`config.mk`:
```
export PLATFORM = sky130hd
export DESIGN_NAME = ml_l3_shot_scheduler_flat
export DESIGN_NICKNAME = d
export VERILOG_FILES = /design/src/rtl/ml_l3_shot_scheduler_pkg.sv /design/src/rtl/ml_l3_shot_scheduler_if.sv /design/src/rtl/ml_l3_tick_gen.sv /design/src/rtl/ml_l3_shot_scheduler.sv /design/src/flat_wrapper.sv
export SDC_FILE = /design/constraint.sdc
export NUM_CORES = 1
export LEC_CHECK = 0
export CAP_MARGIN = 20
export CORE_MARGIN = 4
export CORE_UTILIZATION = 50
export DETAILED_ROUTE_END_ITERATION = 10
export PLACE_DENSITY = 0.72
export REMOVE_ABC_BUFFERS = 1
export SYNTH_ARGS = -nofsm -noshare
export SYNTH_HDL_FRONTEND = slang
export SYNTH_HIERARCHICAL = 1
export SYNTH_SLANG_ARGS = --single-unit
```
`constraint.sdc`:
```
create_clock -name clk_50M -period 9.6 [get_ports clk_50M]
set_clock_uncertainty 0.15 [all_clocks]
set_input_delay 1.92 -clock clk_50M [delete_from_list [all_inputs] [get_ports clk_50M]]
set_output_delay 1.92 -clock clk_50M [all_outputs]
set_load 0.01 [all_outputs]
```
`src/rtl/ml_l3_shot_scheduler_pkg.sv`:
```
// ---------------------------------------------------------------------------
// ml_l3_pkg
// Shared definitions for the ML-L3 shot scheduler slice:
//   - mode encodings presented on the control bus
//   - scheduler state encodings (3-bit, legacy-compatible constants)
//   - timebase constant MS_PER_SEC
//   - latched configuration struct and a saturating counter helper
// ---------------------------------------------------------------------------
package ml_l3_pkg;

   localparam logic [1:0] MODE_SINGLE   = 2'd0;
   localparam logic [1:0] MODE_DELAY    = 2'd1;
   localparam logic [1:0] MODE_INTERVAL = 2'd2;

   localparam int         ST_W  = 3;
   localparam logic [2:0] IDLE  = 3'd0;
   localparam logic [2:0] DELAY = 3'd1;
   localparam logic [2:0] FIRE  = 3'd2;
   localparam logic [2:0] GUARD = 3'd3;
   localparam logic [2:0] WAIT  = 3'd4;

   localparam int MS_PER_SEC = 1000;

   typedef struct packed {
      logic [1:0]  mode;
      logic [7:0]  delay_sec;
      logic [15:0] interval_sec;
      logic [15:0] shot_count;
   } shot_cfg_t;

   function automatic logic [15:0] sat_inc16(input logic [15:0] v);
      return (v == 16'hFFFF) ? v : v + 16'd1;
   endfunction

endpackage

```
`src/rtl/ml_l3_shot_scheduler_if.sv`:
```
// ---------------------------------------------------------------------------
// ml_l3_shot_scheduler_if
// Control/status bus between user-control logic (master) and the shot
// scheduler (slave).
//   master drives : start, stop, mode, delay_sec, interval_sec, shot_count
//   slave drives  : trig, busy, done, shots_taken, dbg_state
//
// Handshake: start and stop are single-cycle requests. start is accepted
// only in the cycle where busy is low and stop is low; a start presented
// while busy is dropped (no queueing). The config fields are sampled only
// in the accepting cycle. stop is always accepted and wins over start.
// ---------------------------------------------------------------------------
interface ml_l3_shot_scheduler_if;
   import ml_l3_pkg::*;

   logic            start;
   logic            stop;
   logic [1:0]      mode;
   logic [7:0]      delay_sec;
   logic [15:0]     interval_sec;
   logic [15:0]     shot_count;
   logic            trig;
   logic            busy;
   logic            done;
   logic [15:0]     shots_taken;
   logic [ST_W-1:0] dbg_state;

   modport master (
      output start, stop, mode, delay_sec, interval_sec, shot_count,
      input  trig, busy, done, shots_taken, dbg_state
   );

   modport slave (
      input  start, stop, mode, delay_sec, interval_sec, shot_count,
      output trig, busy, done, shots_taken, dbg_state
   );

endinterface

```
`src/rtl/ml_l3_tick_gen.sv`:
```
// ---------------------------------------------------------------------------
// ml_l3_tick_gen
// Millisecond / second timebase with synchronous clear.
//   clk_50M, rst   : clock, synchronous active-high reset
//   clr            : synchronous clear of all counters
//   ms_tick        : high in the last clock of each ms
//   sec_tick       : high in the last clock of each second
//   sec_pre_tick   : high one clock before sec_tick (needs TICK_DIV >= 2)
//   ms_elapsed     : ms completed within the current second (0..999)
//   sec_elapsed    : whole seconds completed since clr
// ---------------------------------------------------------------------------
module ml_l3_tick_gen
   import ml_l3_pkg::*;
#(
   parameter int TICK_DIV = 50000
) (
   input  logic        clk_50M,
   input  logic        rst,
   input  logic        clr,
   output logic        ms_tick,
   output logic        sec_tick,
   output logic        sec_pre_tick,
   output logic [9:0]  ms_elapsed,
   output logic [15:0] sec_elapsed
);

   localparam int               DIV_W    = (TICK_DIV > 1) ? $clog2(TICK_DIV) : 1;
   localparam logic [DIV_W-1:0] DIV_LAST = DIV_W'(TICK_DIV - 1);
   localparam logic [DIV_W-1:0] DIV_PRE  = DIV_W'(TICK_DIV - 2);
   localparam logic [9:0]       MS_LAST  = 10'(MS_PER_SEC - 1);

   logic [DIV_W-1:0] div_q, div_d;
   logic [9:0]       ms_q, ms_d;
   logic [15:0]      sec_q, sec_d;

   assign ms_tick      = (div_q == DIV_LAST);
   assign sec_tick     = ms_tick && (ms_q == MS_LAST);
   // Lets a caller schedule an action to land exactly on a second boundary
   // when its own state change costs one clock.
   assign sec_pre_tick = (div_q == DIV_PRE) && (ms_q == MS_LAST);
   assign ms_elapsed   = ms_q;
   assign sec_elapsed  = sec_q;

   always_comb begin
      div_d = div_q;
      ms_d  = ms_q;
      sec_d = sec_q;
      if (clr) begin
         div_d = '0;
         ms_d  = '0;
         sec_d = '0;
      end else if (ms_tick) begin
         div_d = '0;
         if (ms_q == MS_LAST) begin
            ms_d  = '0;
            sec_d = sec_q + 16'd1;
         end else begin
            ms_d = ms_q + 10'd1;
         end
      end else begin
         div_d = div_q + 1'b1;
      end
   end

   always_ff @(posedge clk_50M) begin
      if (rst) begin
         div_q <= '0;
         ms_q  <= '0;
         sec_q <= '0;
      end else begin
         div_q <= div_d;
         ms_q  <= ms_d;
         sec_q <= sec_d;
      end
   end

endmodule

```
`src/rtl/ml_l3_shot_scheduler.sv`:
```
// ---------------------------------------------------------------------------
// ml_l3_shot_scheduler
// Issues one-cycle trig strobes to ml_l3_pulse_gen in SINGLE, DELAY
// (self-timer) or INTERVAL (count or endless) mode, with a guard time after
// every trig so an ML-L3 frame always completes before the next one.
//   clk_50M : system clock
//   rst     : synchronous active-high reset
//   bus     : slave side of ml_l3_shot_scheduler_if
//             (start/stop/config in; trig/busy/done/shots_taken/dbg_state out)
// ---------------------------------------------------------------------------
module ml_l3_shot_scheduler
   import ml_l3_pkg::*;
#(
   parameter int TICK_DIV = 50000,
   parameter int GUARD_MS = 200
) (
   input  logic                    clk_50M,
   input  logic                    rst,
   ml_l3_shot_scheduler_if.slave   bus
);

   localparam logic [9:0] GUARD_LAST = 10'(GUARD_MS - 1);

   logic [ST_W-1:0] state_q, state_d;
   shot_cfg_t       cfg_q, cfg_d;
   logic [15:0]     shots_q, shots_d;

   logic        tb_clr, ms_tick, sec_tick, sec_pre_tick;
   logic [9:0]  ms_elapsed;
   logic [15:0] sec_elapsed;
   logic [15:0] eff_interval;
   logic        start_ok, guard_end, delay_end, wait_end, seq_last, done_c;

   ml_l3_tick_gen #(.TICK_DIV(TICK_DIV)) u_tick (
      .clk_50M      (clk_50M),
      .rst          (rst),
      .clr          (tb_clr),
      .ms_tick      (ms_tick),
      .sec_tick     (sec_tick),
      .sec_pre_tick (sec_pre_tick),
      .ms_elapsed   (ms_elapsed),
      .sec_elapsed  (sec_elapsed)
   );

   assign start_ok     = (state_q == IDLE) && bus.start && !bus.stop;
   assign tb_clr       = start_ok || (state_q == FIRE);
   assign eff_interval = (cfg_q.interval_sec == 16'd0) ? 16'd1 : cfg_q.interval_sec;

   // DELAY is timed from the start cycle, so FIRE must follow the boundary
   // clock. WAIT is timed from the FIRE cycle itself, so its exit is taken
   // one clock earlier to keep trig-to-trig spacing exact.
   assign delay_end = sec_tick && (sec_elapsed == (16'(cfg_q.delay_sec) - 16'd1));
   assign wait_end  = sec_pre_tick && (sec_elapsed == (eff_interval - 16'd1));
   assign guard_end = ms_tick && (ms_elapsed == GUARD_LAST);
   assign seq_last  = (cfg_q.mode != MODE_INTERVAL) ||
                      ((cfg_q.shot_count != 16'd0) && (shots_q == cfg_q.shot_count));

   always_comb begin
      state_d = state_q;
      cfg_d   = cfg_q;
      shots_d = shots_q;
      done_c  = 1'b0;
      case (state_q)
         IDLE: begin
            if (start_ok) begin
               // Reserved mode collapses to SINGLE at latch time.
               cfg_d.mode         = ((bus.mode == MODE_DELAY) || (bus.mode == MODE_INTERVAL)) ?
                                    bus.mode : MODE_SINGLE;
               cfg_d.delay_sec    = bus.delay_sec;
               cfg_d.interval_sec = bus.interval_sec;
               cfg_d.shot_count   = bus.shot_count;
               shots_d            = 16'd0;
               state_d            = ((bus.mode == MODE_DELAY) && (bus.delay_sec != 8'd0)) ?
                                    DELAY : FIRE;
            end
         end
         DELAY: begin
            if (bus.stop)         state_d = IDLE;
            else if (delay_end)   state_d = FIRE;
         end
         FIRE: begin
            shots_d = sat_inc16(shots_q);
            state_d = bus.stop ? IDLE : GUARD;
         end
         GUARD: begin
            if (bus.stop) begin
               state_d = IDLE;
            end else if (guard_end) begin
               if (seq_last) begin
                  state_d = IDLE;
                  done_c  = 1'b1;
               end else begin
                  state_d = WAIT;
               end
            end
         end
         WAIT: begin
            if (bus.stop)         state_d = IDLE;
            else if (wait_end)    state_d = FIRE;
         end
         default: state_d = IDLE;
      endcase
   end

   always_ff @(posedge clk_50M) begin
      if (rst) begin
         state_q <= IDLE;
         cfg_q   <= '0;
         shots_q <= 16'd0;
      end else begin
         state_q <= state_d;
         cfg_q   <= cfg_d;
         shots_q <= shots_d;
      end
   end

   // Strobes are masked by rst so nothing leaks out in the reset cycle.
   assign bus.trig        = (state_q == FIRE) && !rst;
   assign bus.done        = done_c && !rst;
   assign bus.busy        = (state_q != IDLE);
   assign bus.shots_taken = shots_q;
   assign bus.dbg_state   = state_q;

endmodule

```
`src/flat_wrapper.sv`:
```
// flat-port wrapper written by rule: the top's interface ports become plain ports
module ml_l3_shot_scheduler_flat import ml_l3_pkg::*;
#(
   parameter int TICK_DIV = 50000,
   parameter int GUARD_MS = 200
)
  (clk_50M, rst, bus_start, bus_stop, bus_mode, bus_delay_sec, bus_interval_sec, bus_shot_count, bus_trig, bus_busy, bus_done, bus_shots_taken, bus_dbg_state);
  ml_l3_shot_scheduler_if bus_i ();
  input  logic clk_50M;
  input  logic rst;
  input wire logic [$bits(bus_i.start)-1:0] bus_start;
  input wire logic [$bits(bus_i.stop)-1:0] bus_stop;
  input wire logic [$bits(bus_i.mode)-1:0] bus_mode;
  input wire logic [$bits(bus_i.delay_sec)-1:0] bus_delay_sec;
  input wire logic [$bits(bus_i.interval_sec)-1:0] bus_interval_sec;
  input wire logic [$bits(bus_i.shot_count)-1:0] bus_shot_count;
  output wire logic [$bits(bus_i.trig)-1:0] bus_trig;
  output wire logic [$bits(bus_i.busy)-1:0] bus_busy;
  output wire logic [$bits(bus_i.done)-1:0] bus_done;
  output wire logic [$bits(bus_i.shots_taken)-1:0] bus_shots_taken;
  output wire logic [$bits(bus_i.dbg_state)-1:0] bus_dbg_state;
  assign bus_i.start = bus_start;
  assign bus_i.stop = bus_stop;
  assign bus_i.mode = bus_mode;
  assign bus_i.delay_sec = bus_delay_sec;
  assign bus_i.interval_sec = bus_interval_sec;
  assign bus_i.shot_count = bus_shot_count;
  assign bus_trig = bus_i.trig;
  assign bus_busy = bus_i.busy;
  assign bus_done = bus_i.done;
  assign bus_shots_taken = bus_i.shots_taken;
  assign bus_dbg_state = bus_i.dbg_state;
  ml_l3_shot_scheduler #(.TICK_DIV(TICK_DIV), .GUARD_MS(GUARD_MS)) u_core (.clk_50M(clk_50M), .rst(rst), .bus(bus_i));
endmodule
```
==> flow_summary.ini <==
[worst_setup_path]
cp.arrival_ps = 4320
cp-startpoint = u_core/u_tick/div_q[11]$_SDFF_PP0_
rrSetupSlack_ps = 5710
critPathLaunchType = flop
path_max_fanout = 24
cp_cell_sequence = or4b_1 -> or4_1 -> inv_2 -> nand4b_1 -> nor4_1 -> nand3_1 -> nor4b_1 -> nor2b_1 -> clkdlybuf4s50_1
cp.depth = 9
cp.required_ps = 7530
cp.buffers_inverters = 2
critical_path.top_delay_family = simple AND/OR/NAND/NOR gates
crit_type = flop to primary output
reg2regPathDepth = 9
reg2reg_from = u_core/u_tick/ms_elapsed[0]$_SDFFE_PP0P_
cp-end-kind = primary output
cpMaxStageDelayCell = or4_1
crit_path_max_incr_delay_ps = 930

[floorplanning]
initial_core_util_pct = 51.1
dieArea_sq_mm = 0.0135
rows = 39
die_y_microns = 116
fp.dieW_microns = 116
io-pin-count = 68
core-area_sq_mm = 0.0114

[timing]
worst_slack_ps = 3210
fin_tns_setup_ps = 0
slew_headroom_pct = 38.2
setup-violations-final = 0
fin_crit_ps = 6390
hold_viol_final = 0
tightest_slew_ps = 918
holdWs_ps = 303
finalMaxSlewViolations = 0
rsz0062_at_grt = no
maxClockFrequency_ghz = 0.156
period_share_pct = 66.6

[run]
maxCapViolCount = 0

[drt]
routed_wl_microns = 15600
wire_per_inst_microns = 16.7
ant_nets = 0
dr.first_iter.drc_count = 452
first_pass_iters = 5
drc = 0
vias = 5699
viasPerCell = 6.09

[synthesis]
synth_top_family_by_area = simple AND/OR/NAND/NOR gates
synthFlopType = dfxtp_1
yosys-mux-area-fraction_pct = 1.03
syn_area_sq_mm = 0.00583
synthSimpleGateAreaFrac_pct = 33.8
yosys_warnings = 6
synth_area_per_cell_sq_um = 7.88
synth-seq-cells = 103
synthXorXnorAreaFrac_pct = 9.01
synth_top_area_share_pct = 35.3
synth-async-reset-ratio_pct = 0
synth_top_area_cell = dfxtp_1
synthAdderAreaFrac_pct = 1.50
synthDistinctLibCells = 71
synthCells = 740
synth_area_leaders = dfxtp_1 35%, nand2_1 8.4%, a21oi_1 6.0%, xor2_1 5.3%, xnor2_1 3.8%
synth-compound-area-share_pct = 15.6
synth_edf_count = 0
seq_area_frac_synth_pct = 35.3

[placed_design]
gp_congestion = 0.889
hpwlAfterDp_microns = 11200
placed_cells = 921
pre_cts_slack_ps = 3640
port_buffers = 67

[finish]
seqCellArea_sq_mm = 0.00206
antenna_cells = 0
multi_input_comb_area_sq_mm = 0.00356
nets = 842
fillers = 1029
layout_commonest_cell = nand2_1
drive_above_1_share_pct = 5.80
syn2layout_area_growth_pct = 17.6
stdcell_count = 936
final_cell_mix = 131 x nand2_1, 103 x dfxtp_1, 70 x a21oi_1, 66 x clkdlybuf4s50_1, 57 x nor2_1

[min_path]
hold_path_class = flop to flop
hold_depth = 2
min_from = u_core/cfg_q[40]$_SDFFE_PP0P_

[clocking]
cts_resized = 0
clock_latency_ps = 350
cts_buffers = 9
tritoncts = done
cts_setup_buffers = 0
htreeDepth = 3
clockBufferDepth = 2
cts.sinks = 103
cts_root_buf = clkbuf_16
cts_hold_buffers = 0
clk_pin_slew_ps = 70

[global_route]
grtUsageTotal_pct = 23.4
grt_pass1_wl_microns = 25400
overflow = 0
first_global_vias = 5349
antenna_found_initial = 0
grt_max_degree = 59

[pwr]
finalPower_w = 0.00105
power.density_mw_per_mm2 = 153
p_leak_nw = 2.49
ir_drop_uv = 90.8

[outcome]
outcome = complete, no violations
Yosys cell counts, types with 4 or more instances:
cell type / number
o21ai_0: 14
and4_1: 5
or3_1: 16
nand3_1: 26
inv_1: 15
clkbuf_1: 23
or3_2: 5
buf_2: 7
nand4_1: 24
nor3_1: 10
xnor2_1: 25
a41o_1: 5
dfxtp_1: 103
nor3b_1: 4
xor2_1: 35
nand2_1: 131
o21ai_1: 5
nor2_1: 57
a311oi_1: 4
nor4_1: 29
a21oi_1: 70
a31oi_1: 11
ha_1: 7
o211ai_1: 6
nand3b_1: 4
or4_1: 7
nand4b_1: 8
mux2i_1: 6
nor2b_1: 8
and3_1: 10
registers in the layout, indices dropped and copies added (netlist names):
| register | flops |
|---|---|
| u_core/bus.dbg_state | 3 |
| u_core/bus.shots_taken | 16 |
| u_core/cfg_q | 42 |
| u_core/u_tick/div_q | 16 |
| u_core/u_tick/ms_elapsed | 10 |
| u_core/u_tick/sec_elapsed | 16 |
cells by family after synthesis:
| logic type | count (synthesis) |
|---|---|
| simple gates | 370 |
| compound gates | 144 |
| flops | 103 |
| xor+xnor | 60 |
| buf+inv | 50 |
| fa+ha+maj | 7 |
| mux | 6 |
layout make-up:
cell class / count / share of cell area (%)
Clock buffer: 13 / 3.79
Timing Repair Buffer: 72 / 10.2
Multi-Input combinational cell: 587 / 51.9
Sequential cell: 103 / 30.1
Inverter: 16 / 0.875
Clock inverter: 2 / 0.565
Tap cell: 143 / 2.61
per-layer routing:
layer	vias up	track usage, %	wire, microns
met4	0	7.27	226
met5	-	0	0
met2	174	40.4	7780
met1	2718	29.4	6840
li1	2784	-	-
met3	23	4.75	784
worst paths after layout:
check | endpoint
hold reg to reg | u_core/cfg_q[40]$_SDFFE_PP0P_
setup reg to reg | u_core/bus.dbg_state[2]$_SDFFE_PP0P_
setup / recovery | bus_done
hold / removal | u_core/cfg_q[40]$_SDFFE_PP0P_
report_power, final:
group,leakage (nW),switching [W],internal [W]
sequential,0.834,0.0000260,0.000443
clock,0.146,0.000160,0.000216
combinational,1.51,0.000112,0.0000926
total,2.49,0.000298,0.000752
through the flow:
stage / instance area [sq um] / util (%)
6_report: 6860 / 60.1
3_3_place_gp: 6560 / 57.5
4_1_cts: 6860 / 60.1
5_1_grt: 6860 / 60.1
2_1_floorplan: 5680 / -
3_5_place_dp: 6560 / 57.5
tightest hold or removal path: stages, from the launching register on:
cell and delay [ps]:
dfxtp_1 310, nand2_1 50, a21oi_1 50
No activity file was read; power rests on OpenSTA's default activity.
